--- src/rtl/filter_peak_detector.sv ---
// Pulse-height analyser for the trapezoidal filter output: triggers on a threshold
// crossing, tracks the flat-top maximum and emits one record per pulse.
// state    | meaning
// IDLE     | armed, waiting for a sample above threshold
// TRACK    | inside a pulse, tracking maximum, its timestamp and width
// HOLD     | dead time after a record, input ignored
// WAIT_LOW | waiting for the input to drop before re-arming
module filter_peak_detector #(
  parameter int DATA_W    = 16,
  parameter int TS_W      = 32,
  parameter int THRESHOLD = 100,
  parameter int HOLDOFF   = 8,
  parameter int MAX_WIDTH = 64
) (
  input  logic                     clk,
  input  logic                     reset,
  input  logic signed [DATA_W-1:0] input_data,
  output logic                     peak_valid,
  output logic signed [DATA_W-1:0] peak_value,
  output logic [TS_W-1:0]          peak_time,
  output logic [7:0]               peak_width,
  output logic                     pile_up,
  output logic                     busy
);
  localparam logic signed [DATA_W-1:0] TH = DATA_W'(THRESHOLD);
  localparam int HC_W = (HOLDOFF > 1) ? $clog2(HOLDOFF) : 1;
  localparam logic [HC_W-1:0] HOLD_LOAD = HC_W'(HOLDOFF - 1);
  localparam logic [7:0] PILE_W = (MAX_WIDTH > 255) ? 8'd255 : 8'(MAX_WIDTH);

  typedef enum logic [1:0] {S_IDLE, S_TRACK, S_HOLD, S_WAIT_LOW} state_t;

  state_t                   r_state;
  logic signed [DATA_W-1:0] r_in;
  logic signed [DATA_W-1:0] r_max;
  logic [TS_W-1:0]          r_ts_cnt;
  logic [TS_W-1:0]          r_in_ts;
  logic [TS_W-1:0]          r_max_ts;
  logic [7:0]               r_width;
  logic [HC_W-1:0]          r_hold_cnt;

  logic                     w_above;
  logic                     w_new_max;
  logic [7:0]               w_width_inc;

  assign w_above     = r_in > TH;
  assign w_new_max   = r_in > r_max;
  assign w_width_inc = (r_width == 8'hFF) ? 8'hFF : r_width + 8'd1;

  // r_in_ts is the timestamp of the sample currently held in r_in
  always_ff @(posedge clk or posedge reset) begin
    if (reset) begin
      r_in     <= '0;
      r_in_ts  <= '0;
      r_ts_cnt <= '0;
    end else begin
      r_in     <= input_data;
      r_in_ts  <= r_ts_cnt;
      r_ts_cnt <= r_ts_cnt + TS_W'(1);
    end
  end

  always_ff @(posedge clk or posedge reset) begin
    if (reset) begin
      r_state    <= S_IDLE;
      r_max      <= '0;
      r_max_ts   <= '0;
      r_width    <= '0;
      r_hold_cnt <= '0;
      peak_valid <= 1'b0;
      peak_value <= '0;
      peak_time  <= '0;
      peak_width <= '0;
      pile_up    <= 1'b0;
      busy       <= 1'b0;
    end else begin
      peak_valid <= 1'b0;
      case (r_state)
        S_IDLE: begin
          if (w_above) begin
            r_state  <= S_TRACK;
            r_max    <= r_in;
            r_max_ts <= r_in_ts;
            r_width  <= 8'd1;
            busy     <= 1'b1;
          end
        end
        S_TRACK: begin
          if (w_above) begin
            r_width <= w_width_inc;
            if (w_new_max) begin
              r_max    <= r_in;
              r_max_ts <= r_in_ts;
            end
            // the sample reaching the width limit is part of the record
            if (w_width_inc == PILE_W) begin
              peak_valid <= 1'b1;
              peak_value <= w_new_max ? r_in : r_max;
              peak_time  <= w_new_max ? r_in_ts : r_max_ts;
              peak_width <= w_width_inc;
              pile_up    <= 1'b1;
              r_state    <= S_HOLD;
              r_hold_cnt <= HOLD_LOAD;
            end
          end else begin
            peak_valid <= 1'b1;
            peak_value <= r_max;
            peak_time  <= r_max_ts;
            peak_width <= r_width;
            pile_up    <= 1'b0;
            r_state    <= S_HOLD;
            r_hold_cnt <= HOLD_LOAD;
          end
        end
        S_HOLD: begin
          if (r_hold_cnt == '0) begin
            r_state <= S_WAIT_LOW;
          end else begin
            r_hold_cnt <= r_hold_cnt - 1'b1;
          end
        end
        S_WAIT_LOW: begin
          if (!w_above) begin
            r_state <= S_IDLE;
            busy    <= 1'b0;
          end
        end
        default: begin
          r_state <= S_IDLE;
          busy    <= 1'b0;
        end
      endcase
    end
  end
endmodule

--- config.mk ---
export PLATFORM = sky130hd
export DESIGN_NAME = filter_peak_detector
export DESIGN_NICKNAME = d
export VERILOG_FILES = /design/src/rtl/filter_peak_detector.sv
export SDC_FILE = /design/constraint.sdc
export NUM_CORES = 1
export LEC_CHECK = 0
export CORE_MARGIN = 2
export CORE_UTILIZATION = 42
export DETAILED_ROUTE_END_ITERATION = 16
export HOLD_SLACK_MARGIN = 0.02
export PLACE_DENSITY = 0.66
export SYNTH_ARGS = -nofsm -noshare
export SYNTH_HDL_FRONTEND = slang
export SYNTH_SLANG_ARGS = --single-unit
--- constraint.sdc ---
create_clock -name clk -period 10.55 [get_ports clk]
set_input_delay 3.165 -clock clk [delete_from_list [all_inputs] [get_ports clk]]
set_output_delay 3.165 -clock clk [all_outputs]
set_load 0.005 [all_outputs]
==> summary.txt <==
STA
  • Tmin final: 4.79 ns
  • Worst Tran Pin Value: 0.997 ns
  • Setup_tns: 0 ns
  • Clk_skew: 0.0112 ns
  • Finish-stage setup viols: 0
  • Pins Over Slew Limit: 0
  • RSZ-0062 raised after global routing: no
  • Slew margin rel.: 0.335
  • WHS: between 0.4 and 0.5 ns
  • Fmax: around 210 MHz
  • Final setup margin: approximately 5.8 ns
  • Tcrit/Tclk final: 0.454
  • Final Hold Fails: 0

Floorplanning
  • IO Count: just under 80
  • Core ar.: approximately 0.02 mm²
  • Die X-Extent: between 100 and 150 µm
  • Die Ht: around 140 µm
  • Initial Util: 0.428
  • Die ar.: 0.0210 mm²
  • Row count: just over 50

Setup path
  • Worst endpoint required time: approximately 11 ns
  • CP bufs+invs: 3
  • Cell at the slowest stage of the critical path: buf_4
  • Max Fanout on Critical Path: 129
  • CP peak stage delay: around 0.81 ns
  • Worst path cell trace: clkdlybuf4s50_1 > inv_8 > buf_4
  • Crit path launch type: input pin
  • CP delay by family, top: buffers and inverters
  • Worst EP arrival: 5.24 ns
  • Worst Setup End Kind: asynchronous set/reset pin
  • Kind of critical path: in -> async

Synth
  • Combinational family with the most area after synthesis: simple AND/OR/NAND/NOR gates
  • Async S/R FF share, synth: 1.00
  • Synth Area in Compound Gates: 0.111
  • Synthesized flop and latch total: 200
  • Count leader, synth: dfrtp_1
  • Sequential cell area fraction in the yosys report: 0.601
  • Area leader, netlist: dfrtp_1
  • Post-synth net total: between 700 and 800
  • Syn. warnings: 0
  • Synth top cells by count: 200 x dfrtp_1, 115 x a21oi_1, 83 x nand2_1
  • Yosys top cell area share: 0.601
  • Ys flop type: dfrtp_1
  • Post-Synthesis Cells: approximately 740
  • Xor-xnor portion of the synthesized cell area: 0.0347
  • Mux share of post-synthesis cell area: 0.0685
  • Cell variety after synth: between 50 and 60
  • Top post-synthesis cells by area: dfrtp_1 60%, a21oi_1 6.9%, mux2_2 3.9%, nand2_1 3.7%, ha_1 3.6%
  • Synth Area in Adders: 0.0360
  • Post-synthesis simple-gate area fraction: 0.112
  • Syn Area/Cell: around 11 µm²
  • Number of synthesized flops with an enable pin: 0
  • Mapped Area: between 0.008 and 0.009 mm²

GRT
  • Largest net degree at the start of global routing: 130
  • Global-route wire length before repair: 28500 µm
  • Initial antenna violation count: 0
  • Grt ovf: 0
  • Vias in the first global route: about 5600
  • Global Route Usage Sum: 0.174

Clock tree
  • CTS buffer count: 17
  • Setup bufs post-CTS: 0
  • CTS HTree Levels: 4
  • Root Buffer: clkbuf_16
  • Clk slew on worst S/H paths: 0.07 ns
  • Max clock buf depth: 2
  • Hold-fix buffers, CTS: 0
  • Post-cts sizing count: 0
  • CTS tree: built
  • Clk_lat worst skew: between 0.4 and 0.5 ns
  • Clock Sinks: 200

Drt
  • Initial DRT Pass Iterations: 4
  • Starting DRT DRC Count: 359
  • DR WL/cell: 15.6 µm
  • Post-Route WL: ~17000 µm
  • Via density: ~5.1
  • Antenna viol nets, final: 0
  • Drc violations: 0
  • Routed via count: ~5600

Status
  • Status: finished, final reports clean

Worst hold path
  • Worst Hold Class: reg -> reg

Layout
  • Antenna diode count: 0
  • Finished Cell Area: slightly below 0.01 mm²
  • Final nets: 848
  • Finished Core Util: 0.508
  • Area Overhead vs Synth: 18.6%
  • Share of post-route cells with drive strength above 1: 0.0916

Place
  • Placer Congestion: between 0.8 and 0.9
  • Dpl hpwl: ~11000 µm
  • Placed cell areas: roughly 0.0093 mm²
  • Pre-CTS setup slack: around 5.2 ns
  • Port Buffers: between 70 and 80

Power and ir drop
  • Power per cell area: 245 mW/mm²
  • Worst VDD drop: ~110 µV
  • Pleak: ~4.5 nW

Job
  • MaxCap Viol Count: 0
==> state kept, by name (all words and copies together), names as in the netlist <==
register / count
peak_time: 32
r_in_ts: 32
r_max_ts: 32
r_ts_cnt: 32
peak_value: 16
r_in: 16
r_max: 16
peak_width: 8
r_width: 8
r_hold_cnt: 3
r_state: 2
busy: 1
peak_valid: 1
pile_up: 1
==> cell type report <==
class / instances / area [µm²]
fillers: 1759 / 9580
flip-flops and latches: 200 / 5000
well taps: 265 / 332
inverters: 28 / 113
repair buffers: 82 / 806
clock buffers: 17 / 425
clock inverters: 15 / 161
multi-input cells: 477 / 3040
==> power breakdown <==
part	internal (mW)	leakage, nW	switching (mW)	total (mW)
clock network	0.336	0.277	0.306	0.642
logic	0.379	1.68	0.364	0.744
registers	0.923	2.54	0.110	1.03
total	1.64	4.49	0.780	2.42
==> routing by layer <==
| metal | global-route usage | vias to the layer above | wire length, µm |
|---|---|---|---|
| met5 | 0 | - | 0 |
| met4 | 0.0608 | 0 | 275 |
| met3 | 0.0319 | 18 | 553 |
| met2 | 0.285 | 81 | 8320 |
| met1 | 0.235 | 2785 | 7780 |
| li1 | - | 2680 | - |
==> kinds of logic (layout without fill, tap and decap cells) <==
logic type	after synthesis	after routing
AO/OA/AOI/OAI	163	163
flip-flops	200	200
XOR/XNOR	33	33
multiplexers	51	51
AND/OR/NAND/NOR	206	206
adder cells (fa/ha/maj)	24	24
buffers and inverters	67	142
==> through the flow <==
step | power (mW) | std cells
finish | 2.42 | 1084
global route | 2.58 | 1084
CTS | 2.45 | 1084
detailed placement | 1.80 | 1052
global placement | 1.78 | 1052
floorplan | 1.47 | 744
==> worst paths after layout <==
check / startpoint / end / slack, ns / cells past startpoint
worst max-delay path: reset / r_in[7] / 5.76 / 3
worst min-delay path: r_ts_cnt[31] / r_in_ts[31] / 0.41 / 0
worst max register to register: r_width[0] / peak_value[7] / 7.03 / 10
worst min register to register: r_ts_cnt[31] / r_in_ts[31] / 0.41 / 0
max in group clk: peak_time[30] / peak_time[30] / 6.04 / 1
min in group asynchronous: reset / r_in[1] / 3.31 / 2
==> cell usage in the layout (no fill, tap or decap), types with 3 or more instances in the layout <==
| master | count |
|---|---|
| clkbuf_16 | 17 |
| dfrtp_1 | 200 |
| mux2_2 | 29 |
| nor3_1 | 8 |
| mux2i_1 | 3 |
| and4_1 | 9 |
| inv_6 | 4 |
| inv_1 | 26 |
| a31oi_1 | 4 |
| nand4_1 | 9 |
| nand2_1 | 83 |
| o21ai_0 | 12 |
| ha_1 | 24 |
| nand2b_1 | 4 |
| nor2_1 | 60 |
| a21o_1 | 4 |
| o21a_1 | 3 |
| clkinvlp_4 | 4 |
| nand3_1 | 18 |
| clkdlybuf4s50_1 | 76 |
| xor2_1 | 8 |
| nor4_1 | 3 |
| and3_1 | 6 |
| a21oi_1 | 115 |
| xnor2_1 | 25 |
| inv_8 | 5 |
| mux2_1 | 19 |
| o31ai_1 | 3 |
| buf_4 | 6 |
(Power assumes the default switching activity.)
